**src/rtl/adder4b_reg.sv**
```systemverilog
// Registered unsigned adder: WIDTH-bit operands, WIDTH+1-bit carry-preserving sum plus flags.
// Latency: 1 clock (2 clocks when ADDER_IN_REG_EN is defined); throughput 1 sum per cycle.
// Backpressure: none; enable=0 holds Sum/carry/zero/s_ovf and drops sum_valid.
//
// Optional build macro: ADDER_IN_REG_EN adds an input register stage on A, B and enable.
//
// Ports:
//   clk        clock, rising edge
//   rst        asynchronous active-low reset
//   enable     1 = load new sum on this edge, 0 = hold
//   A, B       unsigned WIDTH-bit operands
//   Sum        registered A+B, WIDTH+1 bits, MSB is carry-out
//   sum_valid  1 for one cycle after each enabled update
//   carry      registered copy of Sum[WIDTH]
//   zero       1 when registered Sum == 0
//   s_ovf      signed overflow of A+B viewed as two's-complement WIDTH-bit values
module adder4b_reg #(
  parameter int WIDTH = 4
) (
  input  logic             clk,
  input  logic             rst,
  input  logic             enable,
  input  logic [WIDTH-1:0] A,
  input  logic [WIDTH-1:0] B,
  output logic [WIDTH:0]   Sum,
  output logic             sum_valid,
  output logic             carry,
  output logic             zero,
  output logic             s_ovf
);

  // Operands and enable as seen by the sum/flag stage.
  logic [WIDTH-1:0] a_s;
  logic [WIDTH-1:0] b_s;
  logic             en_s;

`ifdef ADDER_IN_REG_EN
  // Input stage loads unconditionally every edge; enable is delayed with the
  // operands so sum_valid lines up with the data it qualifies.
  always_ff @(posedge clk or negedge rst) begin
    if (!rst) begin
      a_s  <= '0;
      b_s  <= '0;
      en_s <= 1'b0;
    end else begin
      a_s  <= A;
      b_s  <= B;
      en_s <= enable;
    end
  end
`else
  assign a_s  = A;
  assign b_s  = B;
  assign en_s = enable;
`endif

  logic [WIDTH:0] sum_d;
  logic           ovf_d;

  // Zero-extend both operands so the carry lands in bit WIDTH.
  assign sum_d = {1'b0, a_s} + {1'b0, b_s};

  // Signed overflow: like-signed operands producing a result of the other sign.
  assign ovf_d = (a_s[WIDTH-1] == b_s[WIDTH-1]) && (sum_d[WIDTH-1] != a_s[WIDTH-1]);

  always_ff @(posedge clk or negedge rst) begin
    if (!rst) begin
      Sum       <= '0;
      sum_valid <= 1'b0;
      carry     <= 1'b0;
      zero      <= 1'b1;
      s_ovf     <= 1'b0;
    end else begin
      sum_valid <= en_s;
      if (en_s) begin
        Sum   <= sum_d;
        carry <= sum_d[WIDTH];
        zero  <= (sum_d == '0);
        s_ovf <= ovf_d;
      end
    end
  end

endmodule

```
**config.mk**
```make
export PLATFORM = sky130hd
export DESIGN_NAME = adder4b_reg
export DESIGN_NICKNAME = d
export VERILOG_FILES = /design/src/rtl/adder4b_reg.sv
export SDC_FILE = /design/constraint.sdc
export NUM_CORES = 1
export LEC_CHECK = 0
export BUFFER_PORTS_ARGS = -buffer_cell sky130_fd_sc_hd__buf_2
export CORE_AREA = 2 2 39 41
export CTS_BUF_LIST = sky130_fd_sc_hd__clkbuf_16
export DETAILED_ROUTE_END_ITERATION = 16
export DIE_AREA = 0 0 41 43
export PLACE_DENSITY = 0.67
export SYNTH_ARGS = -nofsm -noshare
export SYNTH_HDL_FRONTEND = slang
export SYNTH_SLANG_ARGS = --single-unit
```
**constraint.sdc**
```tcl
create_clock -name clk -period 0.98 [get_ports clk]
set_clock_uncertainty 0.15 [all_clocks]
set_input_delay 0.049 -clock clk [delete_from_list [all_inputs] [get_ports clk]]
set_output_delay 0.049 -clock clk [all_outputs]
set_load 0.02 [all_outputs]
```
[Word-level counts from Yosys, hierarchy flattened]
Cells that the tools add are included.
Storage, ports and cells
  bits in registers: 9
  latch bits: 0
  bits in writable memories: 0
  memory bits (read-only): 0
  input port bits: 11
  memories kept: 0
Cells by class
  add/subtract/negate cells: 1
  $mul: 0
  div/mod/pow operators: 0
  order comparisons: 0
  eq/ne operators: 2
  shift-type cells: 0
  mux-type cells: 0
  bitwise gates (word level): 0
  reduce and logical (&&, ||, !) cells: 2
Operator list (count)
  $add 4x4->5: 1
  $logic_not 5->1: 1
  $eq 1x1->1: 1
  $logic_and 1x1->1: 1
  $ne 1x1->1: 1

[Longest topological paths before layout]
Gate-level depths: netlist (run 1).
  depth in word-level cells: 3
  gate-level depth with buffers: 7
  gate-level depth less buffers: 7

[Least setup slack after synthesis (run 1)]
No wires, ideal clock.
  kind: input to register
  start: input A[1]
  end: register zero
  library setup time: 0.097 ns
  data arrival time: 1.099 ns
  setup slack: -0.366 ns
  stages: 5
  buffers on the path: 0
  path through: ha_1 -> a211oi_2 -> nor2_1 -> xor2_1 -> o41ai_2
Between the ends
  cells in the longest elaborated chain, start to end: 2
Ends and longest elaborated chain
  start: declaration: line 23  | input logic [WIDTH-1:0] A,
  $add 4x4->5: line 61  | assign sum_d = {1'b0, a_s} + {1'b0, b_s};
  $logic_not 5->1: line 78  | zero <= (sum_d == '0);
  end signal: assignment: line 78
  end: declaration: line 28  | output logic zero,
Every way passes these cells.
A chain may end at the register's enable or synchronous reset.

[Worst setup path in the final report (run 1)]
Ends and elaborated chain as after synthesis.

==> results list, run 1 <==
* Worst slew margin relative to its limit: 81.5%
* Count of unique library cells instantiated by Yosys: 19
- Startpoint type of the worst setup path: primary input
- Of the available clock period, the critical path in the final layout requires 118%.
- Top-level port count: 20
- Global-route wire length before repair: 1390 um
- Wires add up to 891 um.
- The count of pins over their slew limit is 0.
* Net count reported at finish: 82
- In the global route stage, overall resource usage came out at 11.9%.
- The library cells used most frequently in the layout, excluding fill and tap cells, are sky130_fd_sc_hd__buf_2 (10), sky130_fd_sc_hd__buf_6 (8), sky130_fd_sc_hd__dfrtp_1 (7), sky130_fd_sc_hd__inv_1 (5).
* Floorplan die height: 43 um
* CP peak stage delay: 330 ps
- Summed over all layers, the global routing overflow is 0.
- In the final layout, the share of cells above drive strength 1 is 61.5%.
- A synthesized cell averages 11.9 sq um.
- Dividing total power by cell area gives a power density of 1900 mW/mm^2.
- Post-synth top flop: sky130_fd_sc_hd__dfrtp_1
- Kind of critical path: primary input to flip-flop
- RSZ-0062 raised after global routing: yes
* Clock latency on the worst-skew pair: 230 ps
- Summing all placed instances gives a cell area of 637 sq um.
- For this run, the number of Yosys warnings is 0.
- Leaving out fill and tap cells, the most frequent cell in the layout is sky130_fd_sc_hd__buf_2.
- Among cell families on the critical path, the largest total delay comes from compound AO/OA/AOI/OAI gates.
- Overall die area: 0.00176 sq mm
* Deepest level of the CTS H-tree: 1
- Power comes to 1.55 mW.
* Kind of end point of the critical path: flip-flop
* Max stage delay cell, worst path: sky130_fd_sc_hd__o41ai_2
* Required time of the critical path: 960 ps
- For this run, the top clock speed supported by timing is 0.868 GHz.
- In this run the static leakage power is 0.387 nW.
- Fraction of the yosys area taken by sequential cells: 43.5%
- Detailed Route Iter0 Violations: 0
- Min-Delay Path Class: primary input to flip-flop
* Hold Violations, Final: 0
* Maximum number of pins on one net before global-route repair: 11
- The worst-case IR drop observed on VDD is 0.680 mV.
- The number of antenna violations at the first check in global routing came to 0.
- Summed over all failing endpoints, the final setup total negative slack is -729 ps.
* Status: complete, but fails checks
* CP max FO: 2
* Buffer count from post-CTS setup fixing: 0
* Diodes inserted: 0
- The wire-length estimate of the detail-placed layout is 676 um.
- Minimum period implied by the final worst setup slack: 1150 ps
- TritonCTS built the clock tree.
- CP Data Arrival Time: 1140 ps
* Total clock buffers created by CTS: 3
* Combined area of all synthesized cells: 463 sq um
- Root buffer selected by CTS: sky130_fd_sc_hd__clkbuf_16
- The area growth from synthesis to layout is 75.7%.
- The finished cells cover 813 sq um.
* Horiz. Die Dim: 41 um
- Clock tree synthesis found a total of 8 sinks.
- Initial core utilization: 33.5%
- After clock tree synthesis, the clock-pin slew on the worst setup and hold paths is 40 ps.
- Buffers & Inverters on Critical Path: 1
- The synthesized design contains 0 enable-type register cells.
* Vias post-DR: 357
- Dividing the detail-routed via count by the number of cells gives 4.41.
* Synthesized netlist cell count: 39
* Synth Net Count: 55
- After layout, the worst setup slack is -173 ps.
- Weighted congestion reported at the end of routability-driven placement: 0.656
- Worst-case hold slack: 16.6 ps
- The signal on the critical path passes through buf_8 > ha_4 > a211oi_2 > nor2_2 > xor2_2 > o41ai_2.
- After synthesis the netlist holds a flip-flop and latch count of 8.
- In this run the standard cell core region covers 0.00138 sq mm.
- After detailed routing, the number of remaining DRC violations is 0.
- During placement, the flow inserted port buffers numbering 19.
- The checks that failed: setup timing.
- After detailed routing, the average wire length per cell comes to 11.0 um.
- Max-capacitance violation count: 0
* Remaining number of nets flagged by the antenna check after routing: 0
* Final setup viols: 6
- # rows: 14
* Minimum setup slack after placement: -448 ps
* Drt pass-1 iters: 1
- The clock passes through at most 2 buffers.
- Via count of the first global-routing pass: 376
- Transition time at the pin with the least slew margin: 276 ps
- Post-synth ARST share: 100%
## area by class of cell
class / count / area, sq um
inverter: 5 / 18.8
multi-input combinational: 24 / 297
tap: 16 / 20.0
timing repair buffer: 24 / 198
clock buffer: 3 / 75.1
sequential: 8 / 201
fill: 120 / 571
clock inverter: 1 / 3.75
## kinds of logic (layout without fill, tap and decap cells)
family,Yosys count,in the layout,synth area share [%]
and+or+nand+nor,7,7,8.65
AOI/OAI and AO/OA,4,4,8.65
muxes,5,5,11.9
adders and majority gates,5,5,15.1
xor gates and xnor gates,3,3,5.68
buffers and inverters,7,33,6.49
DFF,8,8,43.5
## state kept, by name, indices dropped and copies added (netlist names)
name       cells
s_ovf          1
zero           1
sum_valid      1
Sum            5
## synth_stat cells, types with 2 or more instances
cell / count / share of area, %
sky130_fd_sc_hd__dfrtp_1: 7 / 38
sky130_fd_sc_hd__ha_1: 4 / 11
sky130_fd_sc_hd__inv_1: 5 / 4.1
sky130_fd_sc_hd__xnor2_1: 2 / 3.8
sky130_fd_sc_hd__mux2_2: 4 / 9.7
sky130_fd_sc_hd__nor2_1: 2 / 1.6
sky130_fd_sc_hd__nand2b_1: 3 / 4.1
## through the flow
stage | util, % | cells
floorplan | - | 39
global placement | 46.0 | 75
detailed placement | 46.0 | 75
CTS | 56.0 | 81
global route | 58.8 | 81
finish | 58.8 | 81
## final timing paths
check	startpoint	cells past startpoint	slack (ps)	endpoint
max reg2reg	Sum[4]	1	30	Sum[4]
min reg2reg	Sum[0]	1	350	Sum[0]
min	B[0]	3	20	Sum[0]
max	A[1]	6	-170	zero
max in group asynchronous	rst	2	410	zero
min in group asynchronous	rst	2	40	sum_valid
## where the power goes
part           leakage, nW  switching, mW  internal [mW]
combinational        0.251          0.201          0.234
sequential          0.0939         0.0335          0.386
clock               0.0423          0.161          0.531
total                0.387          0.396           1.15
## what timing repair did
| item | CTS | global route |
|---|---|---|
| gates resized for setup | 8 | 11 |
| pin swaps | 5 | 2 |
| setup endpoints to repair | 6 | 10 |
| hold endpoints to repair | 9 | 0 |
| hold buffers | 2 | 0 |
## per-layer routing
metal | track usage (%) | part of all wire (%) | routed length, um
met5 | 0 | 0 | 0
met2 | 17.5 | 50 | 445
met4 | 10.0 | 1.6 | 14
met1 | 14.3 | 43 | 382
met3 | 1.57 | 5.3 | 47
No activity file was read; power rests on OpenSTA's default activity.
==> run 2: changes to the inputs <==
--- a/config.mk
+++ b/config.mk
@@ -10,7 +10,7 @@
 export CTS_BUF_LIST = sky130_fd_sc_hd__clkbuf_16
 export DETAILED_ROUTE_END_ITERATION = 16
 export DIE_AREA = 0 0 41 43
-export PLACE_DENSITY = 0.67
+export MAX_ROUTING_LAYER = met4
 export SYNTH_ARGS = -nofsm -noshare
 export SYNTH_HDL_FRONTEND = slang
 export SYNTH_SLANG_ARGS = --single-unit
==> run 2 against run 1 <==
Effect of this change:
- the flow still finishes with violations (setup timing)
- clock-buffer cell count unchanged
- global-route usage increased by 1.4 points
- non-clock buffer count unchanged
- clock power increased by 0.6%
- via count increased by 3.1%
- power increased by 0.50%
- hold slack got worse by 1.9 ps
- core utilization decreased by 0.090 points
- flip-flop and latch count unchanged
- critical path type unchanged
- critical endpoint unchanged
==> results list, run 2 (same netlist as run 1, synthesis figures left out) <==
- In this run the standard cell core region covers 0.00138 sq mm.
- The run finished, with violations left.
- Antenna violations before repair: 0
* Total clock buffers created by CTS: 3
* Net count reported at finish: 82
- Min-Delay Path Class: primary input to flip-flop
* Transition time at the pin with the least slew margin: 257 ps
- Using the TritonRoute via totals, the vias-per-cell ratio works out to 4.54.
* Crit-path cells: buf_8 > ha_4 > a211oi_2 > nor2_2 > xor2_1 > o41ai_2
- In this design, the stage delay of the slowest critical-path cell is 330 ps.
- Along the worst path, the maximum fanout reaches 2.
- The tool flagged a number of max-cap violations equal to 0.
- The worst pin sits at a relative slew slack of 82.7%.
* Worst vdd rail ir drop: 0.877 mV
- The largest individual stage delay along the critical path comes from the cell sky130_fd_sc_hd__o41ai_2.
- Entering global routing, the biggest net connects 11 pins.
- The number of buffers and inverters on the critical path is 1.
- The number of setup buffers added after CTS is 0.
- Worst-case hold slack: 14.7 ps
- # rows: 14
- Initial core utilization: 33.5%
* Final setup viols: 6
* GRT Resource Usage Total: 13.3%
- The hold violation total from the final report was 0.
- PnR Total Power: 1.55 mW
- Counting along the longest clock path gives a buffer depth of 2.
- Across all setup checks in the final design, the least slack found is -163 ps.
- Count of unresolved DRC violations after routing: 0
- Residual overflow from global routing: 0
- Max Clock Freq: 0.875 GHz
* Top-level port count: 20
- The count of pins over their slew limit came to 0.
- The register with the most flip-flops in the layout has 5 of them.
- Wire length reported by the detailed router: 872 um
- STA puts the critical path data required time at 970 ps.
- Clock latency on the worst-skew pair: 230 ps
- Sink count of the clock tree: 8
- Drt pass-1 iters: 1
- Setup slack on the worst flop-to-flop path: 40 ps
* Deepest level of the CTS H-tree: 1
- Final-layout setup total negative slack: -651 ps
- Via count of the first global-routing pass: 371
- TritonCTS clock tree: yes
* Diodes inserted: 0
* RSZ-0062 raised after global routing: yes
- STA classifies the critical path startpoint as a primary input.
* Total placed instance area: 637 sq um
- CP Data Arrival Time: 1130 ps
- Overall die area: 0.00176 sq mm
* Horiz. Die Dim: 41 um
- Leakage Power: 0.388 nW
* Root buffer selected by CTS: sky130_fd_sc_hd__clkbuf_16
- Kind of end point of the critical path: flip-flop
- Among cell families on the critical path, the largest total delay comes from compound AO/OA/AOI/OAI gates.
* Remaining number of nets flagged by the antenna check after routing: 0
* Top reg by flops: Sum
* Failing checks: setup timing
- After the first detailed-routing iteration, the DRC count stood at 0.
- The critical path is of the primary input to flip-flop type.
* Register clock-pin slew on the reported worst setup and hold paths: 40 ps
* Weighted congestion reported at the end of routability-driven placement: 0.653
* Routed WL per cell: 10.8 um
- Layout overhead on the synthesized area: 75.4%
- The first global-routing pass estimated 1500 um of wire.
- The floorplan step set the die height to 43 um.
* P per Cell Area: 1910 mW/mm^2
- With fillers left out, the area of the finished cells amounts to 812 sq um.
- In the layout the commonest cells are sky130_fd_sc_hd__buf_6 (9), sky130_fd_sc_hd__buf_2 (9), sky130_fd_sc_hd__dfrtp_1 (7), sky130_fd_sc_hd__inv_1 (5).
- Of the cells placed in the final design, the portion with a size suffix greater than 1 is 60.0%.
- Post-route clock period utilization: 117%
- Port buffering added 19 buffers.
- Minimum period implied by the final worst setup slack: 1140 ps
- Vias post-DR: 368
[run 2: cell counts in the layout (fill, tap and decap cells not counted)]
No cell type changed its count.
[run 2: area by class of cell]
class                      instances  area, sq um
timing repair buffer              24          204
fill                             125          572
tap                               16         20.0
clock buffer                       3         75.1
inverter                           5         18.8
clock inverter                     1         3.75
sequential                         8          201
multi-input combinational         24          289
[run 2: final timing paths]
check | start | to | cells past startpoint
worst min register to register | Sum[0] | Sum[0] | 1
worst max register to register | Sum[4] | Sum[4] | 1
worst min-delay path | B[0] | Sum[0] | 3
min in group asynchronous | rst | Sum[2] | 2
max in group asynchronous | rst | zero | 2
worst max-delay path | A[1] | zero | 6
[run 2: metal layers]
metal	vias up	track usage (%)	wire (um)
met4	0	8.00	20
met2	14	19.7	456
met5	-	-	0
li1	181	-	-
met3	2	3.14	48
met1	171	15.5	346
[run 2: worst min-delay path: cells and delay by family]
kind       cells  cell delay (ps)
buf+inv        1               70
mux            1              130
fa+ha+maj      1              110
[run 2: repair_timing]
action | 4_1_cts | 5_1_grt
hold buffers | 2 | 0
endpoints found under the setup margin | 6 | 12
resized for setup | 8 | 12
hold endpoints to repair | 9 | 0
pin swaps | 5 | 2
[run 2: stage by stage]
stage / setup slack (ps) / std cells / util (%)
2_1_floorplan: -268 / 39 / -
3_3_place_gp: -423 / 75 / 46.0
3_5_place_dp: -451 / 75 / 46.0
4_1_cts: -166 / 81 / 56.0
5_1_grt: -220 / 81 / 58.7
6_report: -163 / 81 / 58.7
[run 2: report_power, final]
group          total (mW)  internal, mW  switching [mW]
registers           0.421         0.386          0.0353
logic               0.436         0.240           0.196
clock network       0.697         0.532           0.165
